===== config.mk =====
export PLATFORM = sky130hd
export DESIGN_NAME = pkt_rr_arb_mux
export DESIGN_NICKNAME = d
export VERILOG_FILES = /design/src/rtl/pkt_rr_arb_mux.sv
export SDC_FILE = /design/constraint.sdc
export NUM_CORES = 1
export LEC_CHECK = 0
export ABC_AREA = 1
export BUFFER_PORTS_ARGS = -buffer_cell sky130_fd_sc_hd__buf_2
export CAP_MARGIN = 25
export CORE_ASPECT_RATIO = 0.6
export CORE_UTILIZATION = 30
export CTS_BUF_LIST = sky130_fd_sc_hd__clkbuf_8
export DETAILED_ROUTE_END_ITERATION = 12
export HOLD_SLACK_MARGIN = 0.12
export MAX_ROUTING_LAYER = met4
export PLACE_DENSITY = 0.67
export SLEW_MARGIN = 0
export SYNTH_ARGS = -nofsm -noshare
export SYNTH_HDL_FRONTEND = slang
export SYNTH_SLANG_ARGS = --single-unit
export TNS_END_PERCENT = 30

===== constraint.sdc =====
create_clock -name clk -period 2.5 [get_ports clk]
set_clock_uncertainty 0.1 [all_clocks]
set_input_delay 0.125 -clock clk [delete_from_list [all_inputs] [get_ports clk]]
set_output_delay 0.125 -clock clk [all_outputs]
set_load 0.02 [all_outputs]

===== src/rtl/pkt_rr_arb_mux.sv =====
// Packet-aware N:1 round-robin arbitrated mux with a single registered output stage.
// The grant is held for a whole packet, from its first beat through the in_last beat.
module pkt_rr_arb_mux #(
    parameter int unsigned NUM_REQ = 4,
    parameter int unsigned DATA_W  = 32,
    localparam int unsigned SRC_W  = $clog2(NUM_REQ)
) (
    input  logic                        clk,
    input  logic                        rst_b,
    input  logic [NUM_REQ-1:0]          in_valid,
    input  logic [NUM_REQ*DATA_W-1:0]   in_data,
    input  logic [NUM_REQ-1:0]          in_last,
    output logic [NUM_REQ-1:0]          in_ready,
    output logic                        out_valid,
    output logic [DATA_W-1:0]           out_data,
    output logic                        out_last,
    output logic [SRC_W-1:0]            out_src,
    input  logic                        out_ready
);

    typedef enum logic {
        IDLE,
        LOCKED
    } state_e;

    state_e             state_q, state_d;
    logic [SRC_W-1:0]   rr_ptr_q, rr_ptr_d;
    logic [SRC_W-1:0]   lock_id_q, lock_id_d;
    logic [SRC_W-1:0]   sel;
    logic               have_sel;
    logic               can_acc;
    logic               accept;

    logic               out_valid_q;
    logic [DATA_W-1:0]  out_data_q;
    logic               out_last_q;
    logic [SRC_W-1:0]   out_src_q;

    assign can_acc = !out_valid_q || out_ready;

    // Scan runs from the farthest slot back to rr_ptr+1 so the nearest valid requestor wins last.
    always_comb begin : arb
        int unsigned idx;
        idx      = 0;
        sel      = lock_id_q;
        have_sel = 1'b1;
        if (state_q == IDLE) begin
            sel      = '0;
            have_sel = 1'b0;
            for (int unsigned k = NUM_REQ; k >= 1; k--) begin
                idx = (int'(rr_ptr_q) + k) % NUM_REQ;
                if (in_valid[idx[SRC_W-1:0]]) begin
                    sel      = idx[SRC_W-1:0];
                    have_sel = 1'b1;
                end
            end
        end
    end

    always_comb begin
        in_ready = '0;
        if (rst_b && can_acc && have_sel) begin
            in_ready[sel] = 1'b1;
        end
    end

    assign accept = in_ready[sel] & in_valid[sel];

    always_comb begin
        state_d   = state_q;
        rr_ptr_d  = rr_ptr_q;
        lock_id_d = lock_id_q;
        if (accept) begin
            unique case (state_q)
                IDLE: begin
                    rr_ptr_d = sel;
                    if (!in_last[sel]) begin
                        state_d   = LOCKED;
                        lock_id_d = sel;
                    end
                end
                LOCKED: begin
                    if (in_last[sel]) begin
                        state_d = IDLE;
                    end
                end
                default: state_d = IDLE;
            endcase
        end
    end

    always_ff @(posedge clk or negedge rst_b) begin
        if (!rst_b) begin
            state_q   <= IDLE;
            rr_ptr_q  <= SRC_W'(NUM_REQ - 1);
            lock_id_q <= '0;
        end else begin
            state_q   <= state_d;
            rr_ptr_q  <= rr_ptr_d;
            lock_id_q <= lock_id_d;
        end
    end

    always_ff @(posedge clk or negedge rst_b) begin
        if (!rst_b) begin
            out_valid_q <= 1'b0;
            out_data_q  <= '0;
            out_last_q  <= 1'b0;
            out_src_q   <= '0;
        end else if (accept) begin
            out_valid_q <= 1'b1;
            out_data_q  <= in_data[sel*DATA_W +: DATA_W];
            out_last_q  <= in_last[sel];
            out_src_q   <= sel;
        end else if (out_ready) begin
            out_valid_q <= 1'b0;
        end
    end

    assign out_valid = out_valid_q;
    assign out_data  = out_data_q;
    assign out_last  = out_last_q;
    assign out_src   = out_src_q;

endmodule


* Yosys cells after proc, flatten, opt, wreduce, memory -nomap -nowiden *
Cells that the tools add are included.

cells by class
  reduce and logical (&&, ||, !) cells = 8
  bitwise gates (word level) = 3
  shift operators = 1
  divide/modulo/power cells = 0
  order comparisons = 6
  mux-type cells = 30
  equal/unequal tests = 0
  $add $sub $neg = 4
  multiply operators = 0

operators by type and width
  operator               count
  $shiftx A128 B8 Y32    1
  $mux W1                16
  $lt A2 B3 Y1 const B   5
  $bmux W1 S2            7
  $mux W2                5
  $add A2 B1 Y2 const B  2
  $add A2 B2 Y2 const B  2
  $mux W4                1
  $logic_and A1 B1 Y1    3
  $reduce_and A3 Y1      1
  $demux W1 S2           1
  $ge A2 B1 Y1 const B   1
  $not A1 Y1             2
  $reduce_and A2 Y1      1
  $reduce_bool A2 Y1     1
  $and A1 B1 Y1          1
  $logic_not A1 Y1       1
  $logic_or A1 B1 Y1     1

storage, ports and cells
  bits in writable memories = 0
  memories = 0
  memory bits (read-only) = 0
  input bits = 139
  flip-flop bits (word level) = 41
  bits in latches = 0

* Longest topological paths before layout *
Gate-level depths: netlist (run 1).

  word-level depth = 17
  mapped depth = 18
  gate-level depth less buffers = 16

* Least setup slack after synthesis (run 1) *
Ideal clock, no wire load.

  kind = register to register
  start point = register rr_ptr_q[0]
  end point = register out_data_q[6], in the netlist out_data[6]
  arrival = 1.884 ns
  period minus slack after synthesis = 2.100 ns
  stages on the path, launching flop included = 16
  required time = 2.284 ns
  setup time = 0.116 ns
  setup slack = 0.400 ns
  cell sequence = dfstp_2 > buf_6 > inv_4 > nand2_1 > nand2_1 > and2_4 > nor2_2 > nand3_1 > nand3_2 > nand2_4 > buf_6 > buf_4 > o21ai_0 > o21ai_1 > nand2_1 > nand2_1

on the way
  cells in the longest elaborated chain, start to end = 16
  elaborated cells on any way between the ends = 35
  classes of those cells = add/sub (4); order compare (2); shift (1); mux (25); bitwise (1); reduce/logical (2)

ends and longest elaborated chain
  what                                                                       line  text
  start: declaration                                                         27    logic [SRC_W-1:0] rr_ptr_q, rr_ptr_d;
  start signal: assignment                                                   95    rr_ptr_q <= SRC_W'(NUM_REQ - 1);
  start signal: assignment                                                   99    rr_ptr_q <= rr_ptr_d;
  $add A2 B1 Y2                                                              51    idx = (int'(rr_ptr_q) + k) % NUM_REQ;
  $bmux W1 S2                                                                52    if (in_valid[idx[SRC_W-1:0]]) begin
  $mux W1 (implied by the code)                                              52
  $mux W2 (4 in series)                                                      52
  $mux W2                                                                    47    if (state_q == IDLE) begin
  $lt A2 B3 Y1 (implied by the code) / $ge A2 B1 Y1 (equally long branches)  63    in_ready[sel] = 1'b1;
  $logic_and A1 B1 Y1 (implied by the code)                                  63
  $mux W1 (implied by the code)                                              63
  $demux W1 S2                                                               63
  $mux W4                                                                    62    if (rst_b && can_acc && have_sel) begin
  $bmux W1 S2                                                                67    assign accept = in_ready[sel] & in_valid[sel];
  $mux W1 (implied by the code)                                              67
  $and A1 B1 Y1                                                              67
  end signal: assignment                                                     112   out_data_q <= in_data[sel*DATA_W +: DATA_W];
  end: declaration                                                           35    logic [DATA_W-1:0] out_data_q;

Parallel ways exist; a longest one is shown, timed or not. The select of a mux whose other input is x is not followed.
A chain may end at the register's enable or synchronous reset.

* Worst setup path in the final report (run 1) *
  start point = register rr_ptr_q[1]
  end point = register out_data_q[27], in the netlist out_data[27]

The elaborated chain is that of the path after synthesis.

==> results of run 1 <==
what timing repair did:
action / in CTS / in global routing
pin swaps: 2 / 10
hold buffers: 48 / 0
setup endpoints to repair: 6 / 45
resized for setup: 5 / 52
gates cloned: 0 / 4
setup buffers: 3 / 13
hold endpoints to repair: 72 / 0
worst max-delay path: cells and delay by family, from the launching register on:
| kind | cells | cell delay [ns] |
|---|---|---|
| buffers and inverters | 5 | 0.59 |
| DFF | 1 | 0.59 |
| and+or+nand+nor | 13 | 1.12 |
state kept, by name (all words and copies together) (netlist names):
signal / cells
out_last: 1
lock_id_q: 2
state_q: 1
out_data: 32
out_valid: 1
out_src: 2
rr_ptr_q: 2
synth_stat cells, drive strengths merged, types with 2 or more instances:
cell	n
a21oi	33
buf	22
clkbuf	7
dfrtp	39
dfstp	2
inv	66
nand2	166
nand3	16
nand4	2
nor2	18
o21ai	101
or2	2
worst max path at each step:
stage / startpoint / endpoint / slack (ns) / cells past startpoint
final: rr_ptr_q[1] / out_data[27] / -0.01 / 18
after global routing: rr_ptr_q[1] / in_ready[0] / -0.11 / 14
after CTS: rr_ptr_q[0] / out_src[0] / 0.02 / 18
after detailed placement: rr_ptr_q[0] / lock_id_q[1] / -0.03 / 17
after global placement: rr_ptr_q[0] / out_src[0] / 0.18 / 16
after floorplan: rr_ptr_q[0] / out_data[6] / 0.40 / 15
final cells by class:
type | instances | area [um2] | share of cell area
Sequential cell | 41 | 1030 | 0.200
Clock inverter | 1 | 3.75 | 0.000731
Multi-Input combinational cell | 342 | 1750 | 0.340
Clock buffer | 6 | 82.6 | 0.0161
Inverter | 67 | 258 | 0.0502
Tap cell | 135 | 169 | 0.0329
Timing Repair Buffer | 260 | 1850 | 0.359
power by group through the flow:
stage                     registers (mW)  logic [mW]  clock network [mW]
final                               1.20        5.57               0.436
after global routing                1.24        6.14               0.492
after CTS                           1.19        4.58               0.461
after detailed placement            1.20        4.44                   0
after global placement              1.20        4.31                   0
after floorplan                     1.51        3.05                   0
placed cells by master, fill, tap and decap left out, drive strengths merged:
cell type    synthesis  routed
nand4                2       2
dfstp                2       2
buf                 22     209
nor2                18      18
nand3               16      16
o21a                 1       1
inv                 66      67
clkinv               1       1
clkbuf               7       9
o21ai              101     101
nor3                 1       1
a21oi               33      33
dlygate4sd3          0      48
o211ai               1       1
nand2              166     166
dfrtp               39      39
and2                 1       1
or2                  2       2
metrics by stage:
step	TNS, ns	hold slack (ns)
6_report	-0.0126	0.131
5_1_grt	-3.38	0.139
4_1_cts	0	0.121
3_5_place_dp	-0.0537	0.187
3_3_place_gp	0	0.176
2_1_floorplan	0	-0.271
cell families (layout without fill, tap and decap cells):
kind of cell,after synthesis,after routing,share of synthesized area
buffers and inverters,96,334,0.146
AND/OR/NAND/NOR,206,206,0.270
flip-flops,41,41,0.328
AO/OA/AOI/OAI,136,136,0.256
per-layer routing:
metal	part of all wire	vias up	wire length, um	GRT usage
li1	-	1988	-	-
met2	0.47	190	5520	0.341
met4	0.011	0	131	0.0528
met1	0.45	1768	5300	0.233
met5	0	-	0	-
met3	0.068	16	796	0.0468
==> metrics.log, run 1 <==
[metrics] result of the run: finished, violations left
[metrics] violated checks: negative setup slack
[metrics] maximum achievable frequency: 398 MHz
[metrics] CP arrival: 2.59 ns
[metrics] Power per Cell Area: 1400 nW/um2
[metrics] GP Congestion: 0.884
[metrics] std cell rows: 28
[metrics] average size of a mapped cell: 6.55 um2
[metrics] worst-case headroom to the max-slew limit: 0.636
[metrics] Setup crit start kind: flop
[metrics] nets in the synthesized netlist: 618
[metrics] count of cell types in the netlist: 29
[metrics] vertical extent of the die: 81.2 um
[metrics] Hold Violations, Final: 0
[metrics] Synth area leaders: dfrtp_1 31%, nand2_1 19%, o21ai_1 11%, a21oi_2 8.4%, inv_1 7.4%
[metrics] Die X: 134 um
[metrics] IO Port Bufs: 178
[metrics] cells along the critical path: inv_1, nand2_1, nand2_1, nand2_1, nand2_1, inv_2, nand2_2, nand2_2, nand3_4, nand2_8, buf_6, nand2_1, nand3_2, nand2_4, buf_6, clkbuf_16, nand2_1, nand2_1
[metrics] endpoint class of the critical path: flop
[metrics] Max Buffers Root-to-Sink: 2
[metrics] leakage: 2.81 nW
[metrics] Hold Path End: out_data[22]
[metrics] # clock sinks: 41
[metrics] gr ovfl total: 0
[metrics] first-pass iteration count of the detailed router: 4
[metrics] crit path max fanout: 7
[metrics] Post-Layout Cell Count: 852
[metrics] FF-to-FF path depth: 18
[metrics] Overall Power: 7.21 mW
[metrics] cell with the most instances on the worst path: nand2_1
[metrics] Total GRT Usage: 0.197
[metrics] cell count of the worst hold path: 5
[metrics] max-cap viol count: 0
[metrics] post-route setup slack: -0.00971 ns
[metrics] placeable core region: 10000 um2
[metrics] DRC violations left: 0
[metrics] post-route clock period utilization: 1.00
[metrics] overall die area: 10900 um2
[metrics] critical path's slowest cell: dfstp_2
[metrics] fin nets: 856
[metrics] Clk network pwr share: 0.060
[metrics] Post-synth EDFFs: 0
[metrics] Final Routed Wirelength: 11.7 mm
[metrics] TritonCTS clock tree: yes
[metrics] Finished Core Util: 0.513
[metrics] part of the power in combinational logic: 0.773
[metrics] launch point of the worst hold path: in_data[118]
[metrics] post-DP HPWL: 7.35 mm
[metrics] Slew Viols, Final: 0
[metrics] P_sw: 3.70 mW
[metrics] sequential cell area fraction in the yosys report: 0.328
[metrics] clock latency on the worst-skew pair: 0.29 ns
[metrics] layout overhead on the synthesized area: 63.8%
[metrics] maximum level of the CTS H-tree: 2
[metrics] sequential power share: 0.167
[metrics] worst hold path type: input port to flop
[metrics] global-route wire length before repair: 16.7 mm
[metrics] Worst VDD drop: 0.588 mV
[metrics] largest net degree at the start of global routing: 61
[metrics] wire length per cell: 13.8 um
[metrics] delay of the slowest cell on the worst path: 0.59 ns
[metrics] Placement Cell Area: 4140 um2
[metrics] setup slack of the worst register-to-register path: -0.01 ns
[metrics] Reg-to-Reg End: out_data[27]
[metrics] start of the worst register-to-register path: rr_ptr_q[1]
[metrics] type of the setup path with the least slack: flop to flop
[metrics] placed instance count: 777
[metrics] most area-hungry cell type in the Yosys netlist: dfrtp_1
[metrics] final setup vio count: 3
[metrics] number of antenna violations at the first check in global routing: 0
[metrics] TritonCTS Buffers: 5
[metrics] switching fraction of total power: 0.513
[metrics] transition time at the pin with the least slew margin: 0.546 ns
[metrics] cell-internal power: 3.51 mW
[metrics] vias in the first global route: 3667
[metrics] share of flip-flops with an asynchronous set or reset after synthesis: 1.00
[metrics] RSZ-0062 raised after global routing: yes
[metrics] number of antenna cells inserted: 0
[metrics] required time at the worst-slack endpoint: 2.58 ns
[metrics] number of instances in the synthesized netlist: 479
[metrics] Vias/cell: 4.65
[metrics] area share of the leading cell type in the synthesized netlist: 0.311
[metrics] share of cells above drive strength 1: 0.407
[metrics] pre-CTS setup slack: -0.0269 ns
[metrics] number of warnings reported in the yosys synthesis log: 0
[metrics] number of inserted filler cells in the final layout: 948
[metrics] top_reg_cell synth: dfrtp_1
[metrics] clock-pin slew on the worst setup and hold paths: 0.07 ns
[metrics] via total after detailed routing: 3962
[metrics] antenna-violating nets left: 0
[metrics] root buffer selected by CTS: clkbuf_8
[metrics] I/O pins: 179
[metrics] initial core utilization: 0.313
[metrics] initial drt markers: 162
[metrics] post-layout min period: 2.51 ns
[metrics] summed instance area of the synthesized netlist: 3140 um2
[metrics] total non-filler cell area in the finished layout: 5140 um2
[metrics] #FFs+latches synth: 41
Note: power is estimated with default switching activity, not from simulation.
==> run 2: changes to the inputs <==
Settings changed: PLACE_DENSITY 0.67 to 0.69, RECOVER_POWER from default to 25.
Clock period 2.5 ns to 2.25 ns, I/O delays scaled along.
==> metrics.log, run 2 (synthesis gave the netlist of run 1 again) <==
[metrics] DRC violations left: 0 (unchanged)
[metrics] post-DP HPWL: 8.02 mm (was 7.35 mm)
[metrics] FF-to-FF path depth: 18 (unchanged)
[metrics] std cell rows: 28 (unchanged)
[metrics] worst hold path type: input port to flop (unchanged)
[metrics] Total GRT Usage: 0.247 (was 0.197)
[metrics] fin nets: 898 (was 856)
[metrics] Max Buffers Root-to-Sink: 2 (unchanged)
[metrics] routing usage on met3: 0.0524 (was 0.0468)
[metrics] Slew Viols, Final: 0 (unchanged)
[metrics] Reg-to-Reg End: out_data[14] (was out_data[27])
[metrics] share of cells above drive strength 1: 0.418 (was 0.407)
[metrics] post-route worst hold slack: 0.141 ns (was 0.131 ns)
[metrics] critical path's slowest cell: dfstp_2 (unchanged)
[metrics] GR Layer Usage met2: 0.441 (was 0.341)
[metrics] Setup crit start kind: flop (unchanged)
[metrics] number of inserted filler cells in the final layout: 859 (was 948)
[metrics] crit path max fanout: 7 (unchanged)
[metrics] most common cell after layout, fill and taps aside: buf_2 (unchanged)
[metrics] global-route wire length before repair: 20.2 mm (was 16.7 mm)
[metrics] setup slack of the worst register-to-register path: -0.24 ns (was -0.01 ns)
[metrics] vias in the first global route: 4253 (was 3667)
[metrics] busiest layer in global routing: met2 (unchanged)
[metrics] number of antenna violations at the first check in global routing: 0 (unchanged)
[metrics] endpoint class of the critical path: primary output (was flop)
[metrics] max-cap viol count: 0 (unchanged)
[metrics] Final Routed Wirelength: 13.4 mm (was 11.7 mm)
[metrics] via total after detailed routing: 4278 (was 3962)
[metrics] layout overhead on the synthesized area: 81.0% (was 63.8%)
[metrics] cells along the critical path: inv_4, nand2_1, nand2_2, nand2_2, nand2_2, nand2_2, nand2_2, nand2_2, nand3_4, nand2_4, buf_12, inv_6, buf_6, nor2_1, buf_4 (was inv_1, nand2_1, nand2_1, nand2_1, nand2_1, inv_2, nand2_2, nand2_2, nand3_4, nand2_8, buf_6, nand2_1, nand3_2, nand2_4, buf_6, clkbuf_16, nand2_1, nand2_1)
[metrics] initial core utilization: 0.313 (unchanged)
[metrics] wire length per cell: 15.0 um (was 13.8 um)
[metrics] result of the run: finished, violations left (unchanged)
[metrics] Global Route met1 Usage: 0.267 (was 0.233)
[metrics] vertical extent of the die: 81.2 um (unchanged)
[metrics] post-layout min period: 2.53 ns
[metrics] Power per Cell Area: 1560 nW/um2 (was 1400 nW/um2)
[metrics] flip-flop count of the largest register after layout: 32 (unchanged)
[metrics] clock-pin slew on the worst setup and hold paths: 0.08 ns (was 0.07 ns)
[metrics] cell with the most instances on the worst path: nand2_2 (was nand2_1)
[metrics] start of the worst register-to-register path: rr_ptr_q[0] (was rr_ptr_q[1])
[metrics] post-route clock period utilization: 1.12
[metrics] IO Port Bufs: 178 (unchanged)
[metrics] Worst VDD drop: 0.925 mV (was 0.588 mV)
[metrics] count of buffer and inverter cells on the critical path: 5 (unchanged)
[metrics] overall die area: 10900 um2 (unchanged)
[metrics] first-pass iteration count of the detailed router: 4 (unchanged)
[metrics] root buffer selected by CTS: clkbuf_8 (unchanged)
[metrics] # clock sinks: 41 (unchanged)
[metrics] cell count of the worst hold path: 7 (was 5)
[metrics] cell family with the largest share of critical-path delay: simple AND/OR/NAND/NOR gates (unchanged)
[metrics] CP arrival: 2.32 ns (was 2.59 ns)
[metrics] Hold Violations, Final: 0 (unchanged)
[metrics] required time at the worst-slack endpoint: 2.04 ns (was 2.58 ns)
[metrics] transition time at the pin with the least slew margin: 1.13 ns (was 0.546 ns)
[metrics] delay of the slowest cell on the worst path: 0.62 ns (was 0.59 ns)
[metrics] clock latency on the worst-skew pair: 0.30 ns (was 0.29 ns)
[metrics] TritonCTS Buffers: 5 (unchanged)
[metrics] launch point of the worst hold path: in_data[23] (was in_data[118])
[metrics] number of antenna cells inserted: 0 (unchanged)
[metrics] largest net degree at the start of global routing: 42 (was 61)
[metrics] Vias/cell: 4.79 (was 4.65)
[metrics] maximum level of the CTS H-tree: 2 (unchanged)
[metrics] top library cells by usage in the layout, fill and taps aside: 171 x buf_2, 141 x nand2_1, 78 x o21ai_1, 78 x dlygate4sd3_1, 61 x inv_1 (was 175 x buf_2, 146 x nand2_1, 69 x o21ai_1)
[metrics] TritonCTS clock tree: yes (unchanged)
[metrics] gr ovfl total: 0 (unchanged)
[metrics] RSZ-0062 raised after global routing: yes (unchanged)
[metrics] final setup vio count: 45 (was 3)
[metrics] post-route setup slack: -0.278 ns (was -0.00971 ns)
[metrics] Finished Core Util: 0.567 (was 0.513)
[metrics] antenna-violating nets left: 0 (unchanged)
[metrics] maximum achievable frequency: 396 MHz
[metrics] initial drt markers: 175 (was 162)
[metrics] type of the setup path with the least slack: flop to primary output (was flop to flop)
[metrics] GP Congestion: 0.838 (was 0.884)
[metrics] violated checks: negative setup slack (unchanged)
[metrics] placeable core region: 10000 um2 (unchanged)
[metrics] Die X: 134 um (unchanged)
[metrics] I/O pins: 179 (unchanged)
[metrics] leakage: 3.03 nW (was 2.81 nW)
[metrics] worst-case headroom to the max-slew limit: 0.249 (was 0.636)
[metrics] Hold Path End: out_data[23] (was out_data[22])
==> run 2: timing repair <==
item / in CTS / in global routing
pin swaps: 22 / 7
setup endpoints to repair: 45 / 45
hold buffers: 78 / 0
buffers inserted: 16 / 1
gates resized for setup: 75 / 29
cloned: 3 / 0
endpoints found under the hold margin: 72 / 0
==> run 2: final cells by class <==
class / instances / area [um2] / area share
Timing Repair Buffer: 302 / 2280 / 0.402
Multi-Input combinational cell: 342 / 1850 / 0.326
Sequential cell: 41 / 1030 / 0.181
Inverter: 67 / 263 / 0.0463
Tap cell: 135 / 169 / 0.0297
Clock buffer: 6 / 82.6 / 0.0145
Clock inverter: 1 / 3.75 / 0.000661
==> run 2: layer usage <==
layer  vias up  share of wire
met4         0          0.031
met5         -              0
li1       2073              -
met2       230           0.49
met1      1931           0.41
met3        44          0.074
==> run 2: worst register-to-register path, stage by stage, from the launching register on <==
cell     delay [ns]
dfstp_2        0.62
buf_6          0.14
nand2_2        0.05
nand2_2        0.09
nand2_2        0.07
nand2_2        0.07
nand2_2        0.07
nand2_2        0.09
nand2_2        0.08
nand3_4        0.08
nand2_4        0.08
buf_12         0.15
buf_4          0.15
buf_16         0.15
a21oi_4        0.13
o21ai_2        0.08
o21ai_1        0.08
nand2_1        0.08
nand2_1        0.06
==> run 2: how the worst max path moves through the flow <==
stage / startpoint / cells past startpoint / to / slack [ns]
5_1_grt: rr_ptr_q[0] / 15 / in_ready[0] / -0.33
4_1_cts: rr_ptr_q[0] / 15 / in_ready[0] / -0.14
3_3_place_gp: rr_ptr_q[0] / 16 / out_data[7] / -0.02
2_1_floorplan: rr_ptr_q[0] / 15 / out_data[6] / 0.15
6_report: rr_ptr_q[0] / 15 / in_ready[0] / -0.28
3_5_place_dp: rr_ptr_q[0] / 17 / out_data[15] / -0.16
==> run 2: stage by stage <==
stage / area [um2] / cells / setup TNS [ns] / power, mW / setup WS [ns]
2_1_floorplan: 3140 / 479 / 0 / 5.07 / 0.150
3_3_place_gp: 4280 / 789 / -0.288 / 6.52 / -0.0222
3_5_place_dp: 4280 / 789 / -4.34 / 6.63 / -0.164
4_1_cts: 5580 / 893 / -3.63 / 8.45 / -0.141
5_1_grt: 5680 / 894 / -12.53 / 9.54 / -0.334
6_report: 5680 / 894 / -7.96 / 8.86 / -0.278
==> run 2: power by group <==
part	internal, mW	total (mW)	switching (mW)
logic	3.04	7.02	3.98
clock network	0.239	0.508	0.269
registers	1.12	1.33	0.210
total	4.40	8.86	4.46
